### config.mk
export PLATFORM = sky130hd
export DESIGN_NAME = tx_frame_arb
export DESIGN_NICKNAME = d
export VERILOG_FILES = /design/src/rtl/tx_frame_arb.sv
export SDC_FILE = /design/constraint.sdc
export NUM_CORES = 1
export LEC_CHECK = 0
export CAP_MARGIN = 20
export CORE_ASPECT_RATIO = 1.25
export CORE_MARGIN = 1.5
export CORE_UTILIZATION = 54
export CTS_CLUSTER_SIZE = 8
export DETAILED_ROUTE_END_ITERATION = 7
export PLACE_DENSITY = 0.93
export SLEW_MARGIN = 5
export SYNTH_ARGS = -nofsm -noshare
export SYNTH_HDL_FRONTEND = slang
export SYNTH_SLANG_ARGS = --single-unit
### constraint.sdc
create_clock -name clk -period 5.2 [get_ports clk]
set_clock_uncertainty 0.05 [all_clocks]
set_input_delay 1.04 -clock clk [delete_from_list [all_inputs] [get_ports clk]]
set_output_delay 1.04 -clock clk [all_outputs]
set_load 0.005 [all_outputs]
### src/rtl/tx_frame_arb.sv
// Two-client frame arbiter for a byte-wide UART transmitter. Each granted
// request becomes a 4-byte frame: header, data high, data low, checksum.
module tx_frame_arb #(
    parameter logic [7:0] HDR0   = 8'hA5,
    parameter logic [7:0] HDR1   = 8'h5A,
    parameter int         TO_CYC = 16
) (
    input  logic        clk,
    input  logic        rst,
    input  logic        req0,
    input  logic [15:0] data0,
    output logic        ack0,
    input  logic        req1,
    input  logic [15:0] data1,
    output logic        ack1,
    output logic        trmt,
    output logic [7:0]  tx_data,
    input  logic        tx_done,
    output logic        busy,
    output logic        gnt_id,
    output logic        err,
    output logic [1:0]  o_dbg_state
);

    typedef enum logic [1:0] {
        IDLE    = 2'd0,
        SEND    = 2'd1,
        WAIT_LO = 2'd2,
        WAIT_HI = 2'd3
    } state_t;

    localparam int TW = (TO_CYC < 2) ? 1 : $clog2(TO_CYC);
    localparam logic [TW-1:0] TO_LAST = TW'(TO_CYC - 1);

    state_t        r_state;
    logic          r_trmt;
    logic [7:0]    r_tx_data;
    logic          r_ack0;
    logic          r_ack1;
    logic          r_busy;
    logic          r_gnt;
    logic          r_err;
    logic          r_rr_last;
    logic [7:0]    r_hdr;
    logic [15:0]   r_pay;
    logic [1:0]    r_idx;
    logic [TW-1:0] r_to_cnt;

    logic          w_any_req;
    logic          w_pick1;
    logic [7:0]    w_hdr_new;
    logic [15:0]   w_pay_new;
    logic [7:0]    w_sum;
    logic [7:0]    w_csum;
    logic [1:0]    w_next_idx;
    logic [7:0]    w_next_byte;

    // Round robin: on a tie, the client not granted last wins. r_rr_last
    // resets to 1 so client 0 takes the first tie after reset.
    assign w_any_req = req0 | req1;
    assign w_pick1   = req1 & (~req0 | ~r_rr_last);
    assign w_hdr_new = w_pick1 ? HDR1 : HDR0;
    assign w_pay_new = w_pick1 ? data1 : data0;

    // Checksum is built only from the latched frame, never from live inputs.
    assign w_sum      = r_hdr + r_pay[15:8] + r_pay[7:0];
    assign w_csum     = ~w_sum;
    assign w_next_idx = r_idx + 2'd1;

    always_comb begin
        w_next_byte = r_hdr;
        case (w_next_idx)
            2'd1:    w_next_byte = r_pay[15:8];
            2'd2:    w_next_byte = r_pay[7:0];
            2'd3:    w_next_byte = w_csum;
            default: w_next_byte = r_hdr;
        endcase
    end

    always_ff @(posedge clk or posedge rst) begin
        if (rst) begin
            r_state   <= IDLE;
            r_trmt    <= 1'b0;
            r_tx_data <= 8'h00;
            r_ack0    <= 1'b0;
            r_ack1    <= 1'b0;
            r_busy    <= 1'b0;
            r_gnt     <= 1'b0;
            r_err     <= 1'b0;
            r_rr_last <= 1'b1;
            r_hdr     <= 8'h00;
            r_pay     <= 16'h0000;
            r_idx     <= 2'd0;
            r_to_cnt  <= '0;
        end else begin
            r_trmt <= 1'b0;
            r_ack0 <= 1'b0;
            r_ack1 <= 1'b0;
            r_err  <= 1'b0;
            case (r_state)
                IDLE: begin
                    if (tx_done && w_any_req) begin
                        r_state   <= SEND;
                        r_busy    <= 1'b1;
                        r_gnt     <= w_pick1;
                        r_rr_last <= w_pick1;
                        r_hdr     <= w_hdr_new;
                        r_pay     <= w_pay_new;
                        r_idx     <= 2'd0;
                        r_trmt    <= 1'b1;
                        r_tx_data <= w_hdr_new;
                        r_ack0    <= ~w_pick1;
                        r_ack1    <= w_pick1;
                    end
                end
                SEND: begin
                    r_state  <= WAIT_LO;
                    r_to_cnt <= '0;
                end
                WAIT_LO: begin
                    // A transmitter that never drops tx_done means the byte
                    // was not accepted; abandon the whole frame.
                    if (!tx_done) begin
                        r_state <= WAIT_HI;
                    end else if (r_to_cnt == TO_LAST) begin
                        r_state  <= IDLE;
                        r_busy   <= 1'b0;
                        r_err    <= 1'b1;
                        r_to_cnt <= '0;
                    end else begin
                        r_to_cnt <= r_to_cnt + 1'b1;
                    end
                end
                WAIT_HI: begin
                    if (tx_done) begin
                        if (r_idx != 2'd3) begin
                            r_idx     <= w_next_idx;
                            r_state   <= SEND;
                            r_trmt    <= 1'b1;
                            r_tx_data <= w_next_byte;
                        end else begin
                            r_state <= IDLE;
                            r_busy  <= 1'b0;
                        end
                    end
                end
                default: begin
                    r_state <= IDLE;
                    r_busy  <= 1'b0;
                end
            endcase
        end
    end

    assign trmt        = r_trmt;
    assign tx_data     = r_tx_data;
    assign ack0        = r_ack0;
    assign ack1        = r_ack1;
    assign busy        = r_busy;
    assign gnt_id      = r_gnt;
    assign err         = r_err;
    assign o_dbg_state = r_state;

endmodule

==> results.cfg, run 1 <==
[status]
status = complete, no violations

[detailed_routing]
drt_iter0_drc = 197
routedWlPerCell_um = 15.78
num_vias = 2123
wirelength_mm = 5.697
ant_nets = 0
first_pass_iters = 7
via_per_inst = 5.881
drc_errors = 0

[final_layout]
antennaDiodeCount = 0
syn_to_final_growth_pct = 25.77
layout-drive-gt1-share_pct = 5.941
finalNetCount = 364

[yosys]
synth_cell_types = 42
syn-instance-count = 254
ys_warn_count = 0
yosysTopAreaCellShare_pct = 38.50
synth-main-ff-cell = dfrtp_1
synthesis.area_um2 = 2535
synth_enable_flop_cells = 0
synth_area_leader_cell = dfrtp_1
syn-num-nets = 316
post_synth.cell_area_avg_um2 = 9.980
ys_ff_latch = 40
synth-seq-area-share_pct = 39.54
synth.top_cells.by_area = dfrtp_1, ha_1, fa_1
async_flop_share_pct = 100.0

[setup_path]
critPathBufInv = 1
crit_path_max_fanout = 37
worst_path_largest_cell_delay_ps = 730
rr_worst_depth = 8
worst-path-stages = 5
worst_setup_path_start_kind = primary input
critPathMostFrequentCell = nand2_1
cp_top_family = simple AND/OR/NAND/NOR gates
end_kind = flip-flop
worstReg2RegStart = r_hdr[6]
crit_path_start = tx_done
worstPathArrival_ps = 2930
crit_required_ps = 5270
crit_type = in2reg
path_cells = clkdlybuf4s50_1 -> o21a_1 -> nand2_1 -> nand2_1 -> o21ai_0
slowest_stage = clkdlybuf4s50_1

[timing]
fin_tns_setup_ps = 0
timing.final.crit_period_ps = 2863
hold_viol = 0
final.period_utilization_pct = 55.05
slew_headroom_pct = 35.24
clock.fmax_mhz = 349.3
finalSetupViolCount = 0
hold_ws_ps = 425.5
report.final.slew_viol_count = 0
rsz0062_at_grt = no
worst-slew-pin-transition_ps = 969.1

[cts]
root_buffer = clkbuf_8
clk_latency_ps = 290
cts_sinks = 40
htree_levels = 2
cts-hold-fix-buffers = 0
cts.repair.resized = 0
cts.reportedPaths.clkPinSlew_ps = 80
cts_buffers = 5
cts_buffer_depth = 2
cts_tree = done
postCtsSetupRepairBufs = 0

[place]
dp_hpwl_mm = 4.240
globalplace.congestion = 0.9137
io_buffers = 52

[floorplan]
die_w_um = 64.28
io_pins = 53
initial_utilization_pct = 56.85
die_area_um2 = 5117
num_rows = 27
core_um2 = 4459
die_h_um = 79.60

[pwr]
ir_drop_mv = 0.3137
powerDensity_nw_per_um2 = 661.1
p_leak_uw = 0.001423

[min_path]
hp-start = r_rr_last
worstHoldPathCells = 2
hp-class = reg2reg

[global_routing]
grt_pass1_vias = 2196
antenna_found_initial = 0
grt_pass1_wl_mm = 9.729
grt-ovfl-total = 0
grt_max_degree = 41
grt_use_total_pct = 24.45

[flow_run]
drv_cap = 0
-- worst register-to-register path, stage by stage, from the launching register on --
cell and delay (ps):
dfrtp_1 630, fa_1 480, ha_1 240, fa_1 420, a21o_1 220, a221oi_1 350, xnor2_1 170, nand4_1 110
nand2_1 90
-- path summary, 6_finish.rpt --
check	slack [ps]	endpoint
min	430	r_rr_last
min reg2reg	430	r_rr_last
max	2340	r_pay[2]
min in group asynchronous	1110	trmt
max reg2reg	2390	tx_data[7]
max in group asynchronous	3650	r_rr_last
-- cells by family (layout without fill, tap and decap cells) --
group | count (synthesis) | in the layout | synth area share (%)
AND/OR/NAND/NOR | 74 | 74 | 13.57
multiplexers | 18 | 18 | 7.206
flip-flops | 40 | 40 | 39.54
AO/OA/AOI/OAI | 64 | 64 | 17.82
adder cells (fa/ha/maj) | 25 | 25 | 14.71
XOR/XNOR | 8 | 8 | 2.764
buffers and inverters | 25 | 74 | 4.393
-- sequential cells by signal, summed over array words and instances, names as in the netlist --
name and flops:
ack0 1, r_hdr 2, busy 1, err 1, ack1 1, tx_data 8, r_pay 16, trmt 1
r_to_cnt 4, r_idx 2, o_dbg_state 2, r_rr_last 1
-- cell usage in the layout, fill, tap and decap left out, drive strengths merged, types with 2 or more instances in the layout --
master	count
nand4	2
nor2b	4
nor2	12
dfrtp	39
a221oi	4
clkdlybuf4s50	52
and3	2
nand2b	6
nor3	2
inv	12
nand2	36
fa	8
a22o	2
a31oi	4
ha	17
o22ai	3
nand3	9
mux2	2
a222oi	4
buf	2
clkbuf	6
a21oi	10
mux2i	16
xnor2	6
xor2	2
o21ai	22
o22a	4
a21o	4
-- metal layers --
| metal | vias to the layer above | wire (um) | track usage, % |
|---|---|---|---|
| met5 | - | 0 | 0 |
| met4 | 0 | 149 | 11.49 |
| met3 | 18 | 302 | 3.244 |
| met2 | 84 | 2998 | 44.48 |
| met1 | 1023 | 2246 | 28.20 |
| li1 | 998 | - | - |
-- stage by stage --
| stage | cell area, um2 | cells | setup WS (ps) | total power [uW] | util, % |
|---|---|---|---|---|---|
| 2_1_floorplan | 2535 | 254 | 2677 | 1464 | - |
| 3_3_place_gp | 3080 | 353 | 2188 | 1759 | 69.08 |
| 6_report | 3188 | 361 | 2337 | 2108 | 71.49 |
| 5_1_grt | 3188 | 361 | 2109 | 2279 | 71.49 |
| 4_1_cts | 3188 | 361 | 2343 | 2100 | 71.49 |
| 3_5_place_dp | 3080 | 353 | 2099 | 1832 | 69.08 |
-- cells in the mapped netlist, drive strengths merged, types with 5 or more instances --
master and number:
mux2i 16, inv 12, nand2b 6, ha 17
a21oi 10, clkbuf 8, nand2 36, dfrtp 39
nand3 9, fa 8, xnor2 6, o21ai 22
buf 5, nor2 12
-- layout make-up --
class / instances / area (um2)
fill: 323 / 1271
clock inverter: 2 / 35.03
multi-input combinational: 189 / 1425
clock buffer: 6 / 72.57
tap: 58 / 72.57
inverter: 12 / 45.04
timing repair buffer: 54 / 535.5
sequential: 40 / 1002
-- report_power, final --
part | internal (uW) | switching [uW]
logic | 595 | 672
clock network | 142 | 105
registers | 449 | 144
total | 1190 | 921
Note: power is estimated with default switching activity, not from simulation.
==> inputs of run 2 (changes only) <==
Settings changed: CORE_UTILIZATION 54 to 46, PLACE_DENSITY 0.93 to 0.85.
Clock period 5.2 ns to 2.3 ns, I/O delays scaled along.
==> run 2 against run 1 <==
  * Core utilization fell by 7.7 points
  * Highest routed layer unchanged
  * Sequential power rose by 120%
  * Die area rose by 17%
  * Count of clock-buffer cells in the layout rose by 2
  * Clock power rose by 110%
  * Critical path depth rose by 3
  * The run now ends with setup timing left
  * Non-clock buffer count rose by 21
  * Via count rose by 1.4%
  * Register-to-register slack got worse by 2500 ps
==> results.cfg, run 2 (synthesized netlist as in run 1, its figures left out) <==
[final_layout]
finalNetCount = 385
design_area_um2 = 3425
final.fill_count = 419
largest_register_ffs = 16
post-route-util_pct = 63.80
final_cell_mix = clkdlybuf4s50_1, dfrtp_1, nand2_1
syn_to_final_growth_pct = 35.09
regMostFlops = r_pay
antennaDiodeCount = 0
layout-drive-gt1-share_pct = 15.43
final_common_cell = clkdlybuf4s50_1

[setup_path]
cp_top_family = adder cells
worst_setup_path_start_kind = flip-flop
crit_required_ps = 2480
slowest_stage = fa_1
path_cells = fa_1 -> ha_2 -> fa_2 -> a21o_1 -> a221oi_2 -> xnor2_1 -> nand4_1 -> nand2_1
crit_type = reg2reg
end_kind = flip-flop
critPathBufInv = 0
worstPathArrival_ps = 2610
crit_path_max_fanout = 2
worst_path_largest_cell_delay_ps = 480

[pwr]
total_power_uw = 5438
p_leak_uw = 0.001530
ir_drop_mv = 0.7529
powerDensity_nw_per_um2 = 1588

[floorplan]
core_um2 = 5368
die_h_um = 86.00
num_rows = 30
io_pins = 53
initial_utilization_pct = 47.23
die_area_um2 = 5968
die_w_um = 69.40

[global_routing]
grt_use_total_pct = 21.86
antenna_found_initial = 0
grt-ovfl-total = 0
grt_pass1_wl_mm = 10.35
grt_max_degree = 41
grt_pass1_vias = 2180

[timing]
worst-slew-pin-transition_ps = 495.6
clock.fmax_mhz = 412.3
setup_slack_ps = -125.5
finalSetupViolCount = 4
slew_headroom_pct = 66.96
timing.final.crit_period_ps = 2425
hold_viol = 0
rsz0062_at_grt = yes
fin_tns_setup_ps = -221.6
final.period_utilization_pct = 105.5
report.final.slew_viol_count = 0

[place]
globalplace.congestion = 1.013
dp_hpwl_mm = 4.613
postPlaceCellArea_um2 = 3268
io_buffers = 52
place_ws_ps = -56.52

[status]
violations = setup timing
status = finished, violations left

[cts]
htree_levels = 2
cts_tree = done
cts_buffer_depth = 2
cts-hold-fix-buffers = 0
root_buffer = clkbuf_8
clk_latency_ps = 290
cts_buffers = 5
cts.reportedPaths.clkPinSlew_ps = 70
cts_sinks = 40

[detailed_routing]
wirelength_mm = 6.275
via_per_inst = 5.549
ant_nets = 0
routedWlPerCell_um = 16.17
num_vias = 2153
drt_iter0_drc = 155
first_pass_iters = 5
drc_errors = 0

[flow_run]
drv_cap = 0

[min_path]
hp-class = reg2reg
## run 2: cell count changes in the layout (fill, tap and decap cells not counted), sizes merged
| cell | change |
|---|---|
| buf | +21 |
| clkbuf | +2 |
| bufinv | -1 |
| clkinv | -1 |
## run 2: path summary, 6_finish.rpt
kind                                to  startpoint  slack (ps)  depth (start not counted)
min reg2reg                  r_rr_last   r_rr_last         420                          2
min                          r_rr_last   r_rr_last         420                          2
max in group asynchronous     r_hdr[5]         rst        1300                          3
max                         tx_data[7]    r_pay[9]        -130                          8
max reg2reg                 tx_data[7]    r_pay[9]        -130                          8
min in group asynchronous  r_to_cnt[3]         rst         530                          3
## run 2: what timing repair did
| action | CTS | global route |
|---|---|---|
| pin swaps | 5 | 6 |
| buffers inserted | 1 | 1 |
| gates resized for setup | 1 | 7 |
| endpoints found under the setup margin | 4 | 6 |
## run 2: power by group
group | switching (uW) | total, uW | internal [uW]
Combinational | 1830 | 3620 | 1780
Sequential | 291 | 1310 | 1020
Clock | 236 | 510 | 274
Total | 2360 | 5440 | 3080
## run 2: stage by stage
stage | std cells | hold WS [ps]
6_report | 388 | 417.5
5_1_grt | 388 | 452.2
4_1_cts | 387 | 419.7
3_5_place_dp | 378 | 406.5
3_3_place_gp | 378 | 406.0
2_1_floorplan | 254 | 389.3
## run 2: metal layers
metal | global-route usage (%) | vias to the layer above | part of all wire, %
li1 | - | 1035 | -
met3 | 4.700 | 15 | 5.1
met1 | 27.20 | 1027 | 41
met4 | 8.378 | 0 | 2.7
met5 | 0 | - | 0
met2 | 37.33 | 76 | 51
## run 2: cell type report
class	instances	area, um2	area share [%]
clock buffers	8	100.1	2.923
inverters	12	45.04	1.315
multi-input cells	189	1476	43.11
flip-flops and latches	40	1005	29.34
well taps	64	80.08	2.338
repair buffers	75	718.2	20.97
## run 2: worst register-to-register path: cells and delay by family (launching register included)
kind | cells | cell delay [ps]
fa+ha+maj | 3 | 1060
compound gates | 2 | 500
flops | 1 | 410
simple gates | 2 | 190
xor+xnor | 1 | 160
==> inputs of run 3 (changes only) <==
Settings changed: ABC_AREA from default to 0.
==> results of run 3 <==
The final DEF is identical to that of run 2; final timing and power are the same.
